[config.mk]
export PLATFORM = sky130hd
export DESIGN_NAME = ahb_slave_port_arbiter
export DESIGN_NICKNAME = d
export VERILOG_FILES = /design/src/rtl/ahb_slave_port_arbiter.sv
export SDC_FILE = /design/constraint.sdc
export NUM_CORES = 1
export LEC_CHECK = 0
export CORE_ASPECT_RATIO = 1.1
export CORE_MARGIN = 2
export CORE_UTILIZATION = 51
export CTS_CLUSTER_SIZE = 20
export DETAILED_ROUTE_END_ITERATION = 10
export PLACE_DENSITY_LB_ADDON = 0.12
export SYNTH_ARGS = -nofsm -noshare
export SYNTH_HDL_FRONTEND = slang
export SYNTH_SLANG_ARGS = --single-unit
[constraint.sdc]
create_clock -name hclk -period 2.4 [get_ports hclk]
set_input_delay 0.24 -clock hclk [delete_from_list [all_inputs] [get_ports hclk]]
set_output_delay 0.24 -clock hclk [all_outputs]
set_load 0.05 [all_outputs]
[src/rtl/ahb_slave_port_arbiter.sv]
// ahb_slave_port_arbiter
// Per-slave arbitration controller for a multi-master AHB interconnect.
// Selects the address-phase owner of one slave port (round-robin, with
// priority for hmastlock requesters) and follows that owner into the data
// phase so the interconnect can route hwdata/hrdata/hresp/hready.
// A locked owner is honoured indefinitely. lock_err only reports a locked
// sequence that has run for LOCK_TIMEOUT ready cycles.
module ahb_slave_port_arbiter #(
    parameter int NO_OF_MASTERS = 4,
    parameter int LOCK_TIMEOUT  = 256,
    localparam int MW = (NO_OF_MASTERS > 1) ? $clog2(NO_OF_MASTERS) : 1
) (
    input  logic                         hclk,
    input  logic                         hresetn,
    input  logic [2*NO_OF_MASTERS-1:0]   m_htrans,
    input  logic [NO_OF_MASTERS-1:0]     m_hsel,
    input  logic [NO_OF_MASTERS-1:0]     m_hmastlock,
    input  logic                         s_hreadyout,
    output logic [NO_OF_MASTERS-1:0]     grant,
    output logic [MW-1:0]                grant_id,
    output logic                         grant_valid,
    output logic                         dp_valid,
    output logic [MW-1:0]                dp_owner,
    output logic                         locked,
    output logic                         lock_err
);

    // Counter must be able to hold LOCK_TIMEOUT itself; that value marks saturation.
    localparam int CW = $clog2(LOCK_TIMEOUT + 1);
    localparam logic [CW-1:0] CNT_ONE  = CW'(1);
    localparam logic [CW-1:0] CNT_LAST = CW'(LOCK_TIMEOUT - 1);
    localparam logic [CW-1:0] CNT_SAT  = CW'(LOCK_TIMEOUT);
    localparam logic [MW-1:0] IDX_ONE  = MW'(1);
    localparam logic [MW-1:0] IDX_LAST = MW'(NO_OF_MASTERS - 1);

    typedef enum logic [1:0] {
        ARB_IDLE = 2'b00,
        ARB_OWN  = 2'b01,
        ARB_LOCK = 2'b10
    } arb_state_t;

    arb_state_t                 state_r, state_s;
    logic [NO_OF_MASTERS-1:0]   req_s, lreq_s, grant_r, grant_s;
    logic [MW-1:0]              grant_id_r, grant_id_s;
    logic [MW-1:0]              dp_owner_r, dp_owner_s;
    logic [MW-1:0]              rr_ptr_r, rr_ptr_s;
    logic [MW-1:0]              win_s, win_next_ptr_s;
    logic                       grant_valid_r, grant_valid_s;
    logic                       dp_valid_r, dp_valid_s;
    logic                       locked_r;
    logic                       lock_err_r, lock_err_s;
    logic [CW-1:0]              lock_cnt_r, lock_cnt_s;
    logic                       any_req_s, any_lreq_s, win_lock_s;
    logic [1:0]                 owner_htrans_s;
    logic                       owner_lock_s, owner_req_s, owner_cont_s;
    logic                       do_arb_s;

    // First set bit of vec when scanning ptr, ptr+1, ... modulo NO_OF_MASTERS.
    function automatic logic [MW-1:0] pick_first(input logic [NO_OF_MASTERS-1:0] vec,
                                                 input logic [MW-1:0] ptr);
        logic [MW-1:0] res;
        logic          found;
        int            idx;
        res   = {MW{1'b0}};
        found = 1'b0;
        for (int i = 0; i < NO_OF_MASTERS; i++) begin
            idx = (int'(ptr) + i) % NO_OF_MASTERS;
            if (!found && vec[idx[MW-1:0]]) begin
                res   = idx[MW-1:0];
                found = 1'b1;
            end else begin
                found = found;
            end
        end
        return res;
    endfunction

    // Request decode: only NONSEQ/SEQ (htrans[1]=1) on a selected master counts.
    always_comb begin
        req_s  = {NO_OF_MASTERS{1'b0}};
        lreq_s = {NO_OF_MASTERS{1'b0}};
        for (int m = 0; m < NO_OF_MASTERS; m++) begin
            req_s[m]  = m_hsel[m] & m_htrans[2*m+1];
            lreq_s[m] = m_hsel[m] & m_htrans[2*m+1] & m_hmastlock[m];
        end
    end

    // Current owner's transfer type, lock and request, muxed by grant_id.
    always_comb begin
        owner_htrans_s = 2'b00;
        owner_lock_s   = 1'b0;
        owner_req_s    = 1'b0;
        for (int m = 0; m < NO_OF_MASTERS; m++) begin
            owner_htrans_s = owner_htrans_s |
                             ((grant_id_r == MW'(m)) ? m_htrans[2*m +: 2] : 2'b00);
            owner_lock_s   = owner_lock_s | ((grant_id_r == MW'(m)) & m_hmastlock[m]);
            owner_req_s    = owner_req_s  | ((grant_id_r == MW'(m)) & req_s[m]);
        end
        // SEQ (11) and BUSY (01) both continue a burst.
        owner_cont_s = owner_htrans_s[0];
    end

    // Winner selection: locked requesters first, same round-robin order in each class.
    always_comb begin
        any_req_s  = |req_s;
        any_lreq_s = |lreq_s;
        if (any_lreq_s) begin
            win_s = pick_first(lreq_s, rr_ptr_r);
        end else begin
            win_s = pick_first(req_s, rr_ptr_r);
        end
        win_lock_s     = lreq_s[win_s];
        win_next_ptr_s = (win_s == IDX_LAST) ? {MW{1'b0}} : (win_s + IDX_ONE);
    end

    // Next-state, ownership, lock-timeout and data-phase logic; all hold on a stall.
    always_comb begin
        state_s       = state_r;
        grant_id_s    = grant_id_r;
        grant_valid_s = grant_valid_r;
        rr_ptr_s      = rr_ptr_r;
        lock_cnt_s    = lock_cnt_r;
        lock_err_s    = 1'b0;
        dp_valid_s    = dp_valid_r;
        dp_owner_s    = dp_owner_r;
        do_arb_s      = 1'b0;
        if (s_hreadyout) begin
            case (state_r)
                ARB_IDLE: begin
                    do_arb_s = 1'b1;
                end
                ARB_OWN: begin
                    if (owner_cont_s) begin
                        state_s = ARB_OWN;
                    end else if (owner_lock_s) begin
                        state_s = ARB_LOCK;
                    end else begin
                        do_arb_s = 1'b1;
                    end
                end
                ARB_LOCK: begin
                    if (owner_lock_s) begin
                        state_s = ARB_LOCK;
                    end else if (owner_cont_s) begin
                        state_s = ARB_OWN;
                    end else begin
                        do_arb_s = 1'b1;
                    end
                end
                default: begin
                    do_arb_s = 1'b1;
                end
            endcase

            if (do_arb_s) begin
                if (any_req_s) begin
                    grant_id_s    = win_s;
                    grant_valid_s = 1'b1;
                    rr_ptr_s      = win_next_ptr_s;
                    state_s       = win_lock_s ? ARB_LOCK : ARB_OWN;
                end else begin
                    grant_id_s    = {MW{1'b0}};
                    grant_valid_s = 1'b0;
                    state_s       = ARB_IDLE;
                end
            end else begin
                grant_valid_s = grant_valid_r;
            end

            // Count ready cycles spent locked; pulse once, then saturate silently.
            if ((state_r == ARB_LOCK) && (state_s == ARB_LOCK)) begin
                lock_err_s = (lock_cnt_r == CNT_LAST);
                if (lock_cnt_r != CNT_SAT) begin
                    lock_cnt_s = lock_cnt_r + CNT_ONE;
                end else begin
                    lock_cnt_s = lock_cnt_r;
                end
            end else begin
                lock_cnt_s = {CW{1'b0}};
            end

            // Address-to-data pipeline step.
            dp_valid_s = grant_valid_r & owner_req_s;
            dp_owner_s = grant_id_r;
        end else begin
            lock_err_s = 1'b0;
        end
    end

    // One-hot grant is the decode of the next grant_id gated by grant_valid.
    always_comb begin
        grant_s = {NO_OF_MASTERS{1'b0}};
        for (int m = 0; m < NO_OF_MASTERS; m++) begin
            grant_s[m] = grant_valid_s & (grant_id_s == MW'(m));
        end
    end

    // State and output registers with synchronous active-low reset.
    always_ff @(posedge hclk) begin
        if (!hresetn) begin
            state_r       <= ARB_IDLE;
            grant_r       <= {NO_OF_MASTERS{1'b0}};
            grant_id_r    <= {MW{1'b0}};
            grant_valid_r <= 1'b0;
            dp_valid_r    <= 1'b0;
            dp_owner_r    <= {MW{1'b0}};
            rr_ptr_r      <= {MW{1'b0}};
            locked_r      <= 1'b0;
            lock_err_r    <= 1'b0;
            lock_cnt_r    <= {CW{1'b0}};
        end else begin
            state_r       <= state_s;
            grant_r       <= grant_s;
            grant_id_r    <= grant_id_s;
            grant_valid_r <= grant_valid_s;
            dp_valid_r    <= dp_valid_s;
            dp_owner_r    <= dp_owner_s;
            rr_ptr_r      <= rr_ptr_s;
            locked_r      <= (state_s == ARB_LOCK);
            lock_err_r    <= lock_err_s;
            lock_cnt_r    <= lock_cnt_s;
        end
    end

    assign grant       = grant_r;
    assign grant_id    = grant_id_r;
    assign grant_valid = grant_valid_r;
    assign dp_valid    = dp_valid_r;
    assign dp_owner    = dp_owner_r;
    assign locked      = locked_r;
    assign lock_err    = lock_err_r;

endmodule

==> results of run 1 <==
-- through the flow --
step                util [%]  setup WS (ps)  cell area (µm²)  hold WS [ps]
global placement        66.7           70.4             1870           447
detailed placement      66.7           20.4             1870           461
CTS                     67.8            273             1900           480
floorplan                  -            200             1520           436
global route            67.8            168             1900           493
finish                  67.8            281             1900           473
-- per-layer routing --
layer	GRT usage [%]	routed length, µm	vias up
li1	-	-	730
met1	25.2	1570	660
met2	44.2	1880	30
met3	2.94	112	2
met4	4.08	15	0
met5	0	0	-
-- final cells by class --
cell class	instances	area (µm²)	share of cell area, %
Inverter	11	41.3	2.17
Tap cell	33	41.3	2.17
Multi-Input combinational cell	139	947	49.9
Clock inverter	1	7.51	0.395
Sequential cell	25	502	26.4
Timing Repair Buffer	35	338	17.8
Clock buffer	3	22.5	1.19
-- cell usage in the layout (no fill, tap or decap), types with 4 or more instances in the layout --
| cell type | netlist | layout |
|---|---|---|
| dfxtp_1 | 25 | 24 |
| clkdlybuf4s50_1 | 0 | 30 |
| and2_1 | 6 | 6 |
| and3_1 | 5 | 5 |
| buf_4 | 0 | 5 |
| o21ai_0 | 10 | 10 |
| ha_1 | 5 | 5 |
| nor2_1 | 12 | 12 |
| nand3_1 | 13 | 13 |
| inv_1 | 11 | 11 |
| a31oi_1 | 5 | 5 |
| a21oi_1 | 6 | 6 |
| nand2_1 | 19 | 19 |
| nor3_1 | 4 | 4 |
-- worst max-delay path: cells and delay by family (launching register included) --
family | cells | cell delay, ps
AO/OA/AOI/OAI | 2 | 730
flip-flops | 1 | 400
multiplexers | 1 | 570
AND/OR/NAND/NOR | 2 | 330
-- flip-flops by register name, indices dropped and copies added, names as in the netlist --
register	count
dp_owner	2
dp_valid	1
grant	4
grant_id	2
grant_valid	1
lock_cnt_r	9
lock_err	1
locked	1
rr_ptr_r	2
state_r	2
-- report_power, final --
group          switching (mW)  internal (mW)
registers              0.0222          0.436
logic                   0.171          0.137
clock network           0.138         0.0636
total                   0.332          0.636
-- logic make-up (layout without fill, tap and decap cells) --
group	count (synthesis)	count (layout)	synth area share, %
AOI/OAI and AO/OA	46	46	22.3
adders and majority gates	6	6	4.87
buffers and inverters	17	50	4.46
DFF	25	25	33.0
muxes	7	7	7.43
and+or+nand+nor	80	80	27.9
-- worst paths after layout --
path	startpoint	endpoint	slack (ps)
min reg2reg	lock_cnt_r[8]	lock_cnt_r[8]	470
max reg2reg	grant_id[0]	grant[0]	280
min	lock_cnt_r[8]	lock_cnt_r[8]	470
max	grant_id[0]	grant[0]	280
==> impl_results.md, run 1 <==
* Post-cts sizing count at 0
* CTS tree: done
* Post-Route WL at 3.59 mm
* Max-capacitance violation count at 0
* Unrepaired setup endpoints after global routing: false
* Pin count of the biggest net entering global routing at 16
* Number of global-route vias before repair at between 1000 and 1500
* Clk slew on worst S/H paths at approximately 150 ps
* Hold Fails Final Rpt at 0
* Non-Filler Instances at approximately 250
* Final setup fails at 0
* Setup TNS at 0 ps
* Via Count at between 1000 and 1500
* Clk_skew at about 3 ps
* H-tree depth at 1
* Post-synthesis cell type count at between 40 and 50
* Die height at 61.2 µm
* Sequential fraction of the synthesis area at roughly a third
* HPWL Detailed at roughly 2.8 mm
* Total power draw at about 0.97 mW
* DRC at 0
* Hold_buf cts at 0
* GRT Total Usage at between 20% and 30%
* Pwr/cell area at 509 nW/µm²
* Antenna cells at 0
* Routed vias/inst at roughly 5.8
* Post-synth EDFFs at 0
* Total grt overflow at 0
* Post-DRT Antenna Nets at 0
* Layout fillers at 250
* CP Data Required Time at between 2000 and 3000 ps
* Crit end category: register
* Number of DRC markers in iteration 0 at 40
* Chip Width at roughly 56 µm
* Initial Util at between 50% and 60%
* Synth Area per Inst at ~8.4 µm²
* Wire per inst at 14.5 µm
* Worst Setup Path Type: register to register
* Clock Tree Root: clkbuf_4
* Area of the core at between 2000 and 3000 µm²
* CTS buffer count at 3
* Yosys top cell area share at roughly a third
* Die ar. at 3420 µm²
* Layout cells sized above 1 at roughly 10%
* Leading area contributor after synthesis: dfxtp_1
* DRT Pass-1 Iters at 4
* Crit path arrival time at between 2000 and 2500 ps
* Synth Register Bits at 25
* Post-synth top cells: dfxtp_1 (25), nand2_1 (19), nand3_1 (13)
* Leakage at ~0.75 nW
* CTS max path bufs at 2
* GPL Wtd Cong at a little over 0.8
* Post-synthesis cell area at about 1500 µm²
* Ys flop type: dfxtp_1
* Fmax achieved at 0.472 GHz
* Antenna violations before repair at 0
* Mapped Cells at 181
* First-pass GRT wire length at around 6 mm
* VDD IR max at 0.360 mV
* Cell Chain, Critical Path: mux4_2 -> o31ai_4 -> nand2_2 -> o31a_1 -> and3_1
* Cell depth of the worst flop-to-flop path at 5
* Net Count, Synth at slightly above 200
* Hold crit path type: register to register
* Ys async rst share at 0%
* Slowest cell on crit path: mux4_2
* Tightest Pin Transition at between 500 and 600 ps
* Fin crit period at roughly 2100 ps
* Hold path depth at 2
* CTS sink count at 25
* Worst-path maximum fanout at 5
* Pins Over Slew Limit at 0
* Max_slew headroom at roughly 65%
* Area delta synth->final at 25.4%
* Post-CTS setup buffers at 0
* Placed insts at between 200 and 250
* Period utilisation layout at 88.3%
* Yosys warnings at 0
* Rows at 20
* I/O Pins at 31
* Buffers on Ports at 30
* Most common cell in the netlist: dfxtp_1
* CP Launch Type: register
* Outcome: completed
* Clock Latency Late Sink at 320 ps
* Synth area leaders: dfxtp_1 (33%), nand2_1 (4.7%), nand3_1 (4.3%)
* NumNets Final at approximately 240
* CP peak stage delay at 570 ps
Note: power is estimated with default switching activity, not from simulation.
==> run 2, diff against run 1 <==
Settings changed: CORE_UTILIZATION 51 to 53, CTS_BUF_LIST set to sky130_fd_sc_hd__clkbuf_4.
==> run 2 against run 1 <==
- sequential share of layout area unchanged
- global-route usage up 1.6 points
- register-to-register slack worse by 40 ps
- critical path depth unchanged
- core utilization up 1.2 points
- hold slack about the same
- combinational power down 3%
- maximum frequency down 1.9%
- total power down 0.81%
- setup slack worse by 42 ps
- clock power about the same
- cell area unchanged
- largest cell class unchanged
- highest routed layer unchanged
==> impl_results.md, run 2 (synthesized netlist as in run 1, its figures left out) <==
* Post-cts sizing count at 0 (unchanged)
* Crit path arrival time at 2400 ps (was 2360 ps)
* Die height at 60.1 µm (was 61.2 µm)
* Most common cell after layout, fill and taps aside: clkdlybuf4s50_1 (unchanged)
* Outcome: completed (unchanged)
* Clk_skew at 6.69 ps (was 2.91 ps)
* Commonest non-fill, non-tap cells in the layout: clkdlybuf4s50_1 (30), dfxtp_1 (24), nand2_1 (19) (unchanged)
* Pin count of the biggest net entering global routing at 16 (unchanged)
* Final WS setup at 240 ps (was 281 ps)
* Sw Pwr at 0.326 mW (was 0.332 mW)
* Period utilisation layout at 90.0% (was 88.3%)
* Number of global-route vias before repair at 1381 (was 1356)
* Unrepaired setup endpoints after global routing: false (unchanged)
* Max-capacitance violation count at 0 (unchanged)
* Fmax achieved at 0.463 GHz (was 0.472 GHz)
* Clk pwr share at 20.7% (was 20.8%)
* CTS buffer count at 3 (unchanged)
* Pins Over Slew Limit at 0 (unchanged)
* Delay-heaviest family, CP: compound AO/OA/AOI/OAI gates (unchanged)
* CP Data Required Time at 2640 ps (about the same)
* Hold crit path type: register to register (unchanged)
* Pwr/cell area at 505 nW/µm² (was 509 nW/µm²)
* Post-Route WL at 3.46 mm (was 3.59 mm)
* Post-placement setup slack at -0.415 ps (was 20.4 ps)
* NumNets Final at 239 (unchanged)
* CP bufs+invs at 0 (unchanged)
* Area of the core at 2750 µm² (was 2800 µm²)
* Crit end category: register (unchanged)
* Total power draw at 0.960 mW (was 0.967 mW)
* VDD IR max at 0.391 mV (was 0.360 mV)
* GPL Wtd Cong at 0.854 (was 0.810)
* Met1 WL at 1.43 mm (was 1.57 mm)
* H-tree depth at 1 (unchanged)
* Met2 WL post-DR at 1.83 mm (was 1.88 mm)
* Antenna violations before repair at 0 (unchanged)
* CP Launch Type: register (unchanged)
* Pint at 0.634 mW (was 0.636 mW)
* Buffers on Ports at 30 (unchanged)
* Switch share at 34.0% (was 34.3%)
* I/O Pins at 31 (unchanged)
* Number of flip-flops under the largest register name at 9 (unchanged)
* CP peak stage delay at 580 ps (was 570 ps)
* Leakage at 0.746 nW (was 0.747 nW)
* Chip Width at 55.0 µm (was 56.0 µm)
* Via Count at 1487 (was 1422)
* CTS tree: done (unchanged)
* Final setup fails at 0 (unchanged)
* Area delta synth->final at 25.4% (unchanged)
* Clock Latency Late Sink at 330 ps (was 320 ps)
* CTS max path bufs at 2 (unchanged)
* First-pass GRT wire length at 5.76 mm (was 6.03 mm)
* Max_slew headroom at 65.9% (was 64.6%)
* Die ar. at 3300 µm² (was 3420 µm²)
* Post-DRT Antenna Nets at 0 (unchanged)
* Comb pwr share at 31.3% (was 31.8%)
* CTS sink count at 25 (unchanged)
* CP Depth at 5 (unchanged)
* Tightest Pin Transition at 511 ps (was 530 ps)
* Slowest cell on crit path: mux4_2 (unchanged)
* Antenna cells at 0 (unchanged)
* DRC at 0 (unchanged)
* Cell Chain, Critical Path: mux4_2 -> o31ai_4 -> nand2_2 -> o31a_1 -> and3_1 (unchanged)
* Rows at 20 (unchanged)
* Met3 wire len at 160 µm (was 112 µm)
* Hold_buf cts at 0 (unchanged)
* Routed vias/inst at 6.02 (was 5.76)
* Hold path depth at 2 (unchanged)
* Non-Filler Instances at 247 (unchanged)
* Layout cells sized above 1 at 9.81% (unchanged)
* Worst Setup Path Type: register to register (unchanged)
* Placed insts at 243 (unchanged)
* Total grt overflow at 0 (unchanged)
* Hold Fails Final Rpt at 0 (unchanged)
* Clock Tree Root: clkbuf_4 (unchanged)
* Sequential power share at 48.0% (was 47.3%)
* Cell depth of the worst flop-to-flop path at 5 (unchanged)
* HPWL Detailed at 2.76 mm (was 2.84 mm)
* Top layer in use: met4 (unchanged)
* Number of DRC markers in iteration 0 at 37 (was 40)
* GRT Total Usage at 23.5% (was 21.9%)
* Post-CTS setup buffers at 0 (unchanged)
* Initial Util at 55.0% (was 54.1%)
* Clk slew on worst S/H paths at 150 ps (about the same)
* Worst-path maximum fanout at 6 (was 5)
* DRT Pass-1 Iters at 4 (unchanged)
* Fin crit period at 2160 ps (was 2120 ps)
* Most flop-heavy register: lock_cnt_r (unchanged)
* Wire per inst at 14.0 µm (was 14.5 µm)
* Min Hold Slack at 473 ps (about the same)
-- run 2: cell counts in the layout (fill, tap and decap cells not counted) --
Identical to the previous run, type by type.
-- run 2: final cells by class --
type	instances	area (µm²)
clock buffer	3	22.5
clock inverter	1	7.51
fill	238	853
inverter	11	41.3
multi-input combinational	139	947
sequential	25	502
tap	33	41.3
timing repair buffer	35	338
-- run 2: final timing paths --
kind              slack, ps           from            end
hold / removal          470  lock_cnt_r[8]  lock_cnt_r[8]
hold reg to reg         470  lock_cnt_r[8]  lock_cnt_r[8]
setup reg to reg        240    grant_id[0]       grant[0]
setup / recovery        240    grant_id[0]       grant[0]
-- run 2: through the flow --
stage | utilization, % | setup TNS, ps | area (µm²)
2_1_floorplan | - | 0 | 1520
3_3_place_gp | 67.9 | 0 | 1870
3_5_place_dp | 67.9 | -0.415 | 1870
4_1_cts | 69.0 | 0 | 1900
5_1_grt | 69.0 | 0 | 1900
6_report | 69.0 | 0 | 1900
-- run 2: power by group through the flow --
| stage | Sequential [mW] | Combinational [mW] | Clock (mW) |
|---|---|---|---|
| finish | 0.461 | 0.300 | 0.199 |
| global route | 0.464 | 0.325 | 0.211 |
| CTS | 0.461 | 0.300 | 0.202 |
| detailed placement | 0.470 | 0.298 | 0 |
| global placement | 0.470 | 0.294 | 0 |
| floorplan | 0.498 | 0.171 | 0 |
-- run 2: metal layers --
metal	vias to the layer above	global-route usage, %
li1	729	-
met1	709	25.0
met2	43	43.9
met3	6	5.25
met4	0	8.01
met5	-	0
-- run 2: worst reg2reg max path, delay by kind of cell (launching register included) --
| kind | cells | cell delay [ps] |
|---|---|---|
| compound gates | 2 | 720 |
| mux | 1 | 580 |
| flops | 1 | 440 |
| simple gates | 2 | 330 |
==> patch: new RTL, flow settings as in run 1 <==
Make the reset (`hresetn`) asynchronous in one clocked block. Comments in the files are not updated.
--- a/src/rtl/ahb_slave_port_arbiter.sv
+++ b/src/rtl/ahb_slave_port_arbiter.sv
@@ -198,3 +198,3 @@
     // State and output registers with synchronous active-low reset.
-    always_ff @(posedge hclk) begin
+    always_ff @(posedge hclk or negedge hresetn) begin
         if (!hresetn) begin
Function: differs if hresetn is asserted again (counterexample within 4 cycles, from zero or initial values and one cycle with hresetn low); with hresetn held inactive, the same outputs for 4 cycles.
==> patch against run 1 <==
  * Largest cell class unchanged
  * Sequential cell count did not move
  * Critical endpoint is now lock_cnt_r[4]$_DFFE_PN0P_
  * Wire length grew 5.2%
  * Design area rose by 8.0%
  * First-iteration DRC count up 65%
  * Non-clock buffer count is 8 higher
  * Setup slack lost 110 ps
  * Synthesized cell count stayed put
  * Area after synthesis grew 6.4%
Power is not compared: it rests on default switching activity, and its combinational part moved more than twofold at a synthesized area within 25%.
==> patch: results (changes against run 1) <==
[global_route]
grt_use_total = 0.2261  ; +0.006933
use_met2 = 0.3977  ; -0.04429
grt_pass1_wl_um = 6610  ; +9.6%
grt_pass1_vias = 1499  ; +11%
grt_max_degree = 26  ; +10
met3_usage = 0.01449  ; -0.01492

[detailed_routing]
wl_met2_um = 1924  ; +2.1%
viasPerCell = 5.820  ; +1.1%
drt_iter0_markers = 66  ; +65%
dr_wl_met3_um = 203  ; +81%
routed_wl_um = 3772  ; +5.2%
wl_met1_um = 1610  ; +2.4%

[outcome]
outcome = complete, no violations

[placement]
post_dp_cell_area_um2 = 2018  ; +8.0%
preCtsSetupSlack_ps = 19.58  ; -0.7747 ps
dp_hpwl_um = 3074  ; +8.1%
dp.cells = 251  ; +3.3%
place.gp.congestion = 0.8580  ; +5.9%

[critical_path]
reg2reg_depth = 7  ; +2
reg2reg_slack_ps = 170  ; -110 ps
arrival_ps = 2480  ; +120 ps
r2r-start = grant_id[0]$_DFF_PN0_
cp_slowest_stage_delay_ps = 490  ; -80 ps
cp_max_fo = 6  ; +1
critPathSlowestCell = dfrtp_2
r2r-end = lock_cnt_r[4]$_DFFE_PN0P_

[final_layout]
stdcell_count = 255  ; +3.2%
drive_gt1_frac = 0.1403  ; +0.04214
nets = 246  ; +2.9%

[sta]
max_slew_margin = 0.6588  ; +0.01308
fin_worst_skew_ps = 1.662  ; -1.251 ps
whs_ps = 270.7  ; -202.0 ps

[yosys]
synth.distinct_cells = 45  ; -6.3%
synthFlopType = dfrtp_1
seq_area_frac_synth = 0.3882  ; +0.05789
synth.area.top_cells = dfrtp_1 (39%), mux2_2 (4.9%), nand2_1 (4.7%)
async_flop_share = 1.000  ; +1.000
synth_cells = 181  ; unchanged

[hold_path]
holdCritPathClass = primary input to async pin

-- patch: cell types whose count changed in the layout (fill, tap and decap cells not counted), sizes merged, moves of 6 or more --
cell	run 1	this run
a21oi	6	12
buf	5	13
dfrtp	0	25
dfxtp	25	0
mux2	1	8
-- patch: logic make-up (layout without fill, tap and decap cells) --
logic type | after synthesis | in the layout | share of synthesized area
buffers and inverters | 20 | 60 | 0.05202
muxes | 11 | 11 | 0.08463
xor gates and xnor gates | 4 | 4 | 0.02174
DFF | 25 | 25 | 0.3882
AOI/OAI and AO/OA | 48 | 48 | 0.2073
adders and majority gates | 5 | 5 | 0.03882
and+or+nand+nor | 68 | 68 | 0.2073
-- patch: where the power goes --
part           internal (mW)  leakage [nW]  switching (mW)
clock network         0.0622        0.0177           0.118
logic                  0.463         0.525           0.696
registers              0.533         0.329           0.131
total                   1.06         0.872           0.945
-- patch: how the worst max path moves through the flow --
stage	start	endpoint	slack (ps)
after floorplan	grant_id[1]$_DFF_PN0_	lock_cnt_r[4]$_DFFE_PN0P_	90
after global placement	m_hmastlock[1]	lock_cnt_r[4]$_DFFE_PN0P_	90
after detailed placement	m_hmastlock[1]	lock_cnt_r[4]$_DFFE_PN0P_	20
after CTS	grant_id[0]$_DFF_PN0_	lock_cnt_r[4]$_DFFE_PN0P_	120
after global routing	grant_id[0]$_DFF_PN0_	lock_cnt_r[4]$_DFFE_PN0P_	20
final	grant_id[0]$_DFF_PN0_	lock_cnt_r[4]$_DFFE_PN0P_	170
-- patch: final cells by class --
class | count | area (um^2)
tap | 34 | 42.54
sequential | 25 | 626.9
fill | 267 | 970.9
multi-input combinational | 136 | 907.1
clock buffer | 3 | 22.52
inverter | 13 | 48.80
timing repair buffer | 43 | 397.9
clock inverter | 1 | 5.005
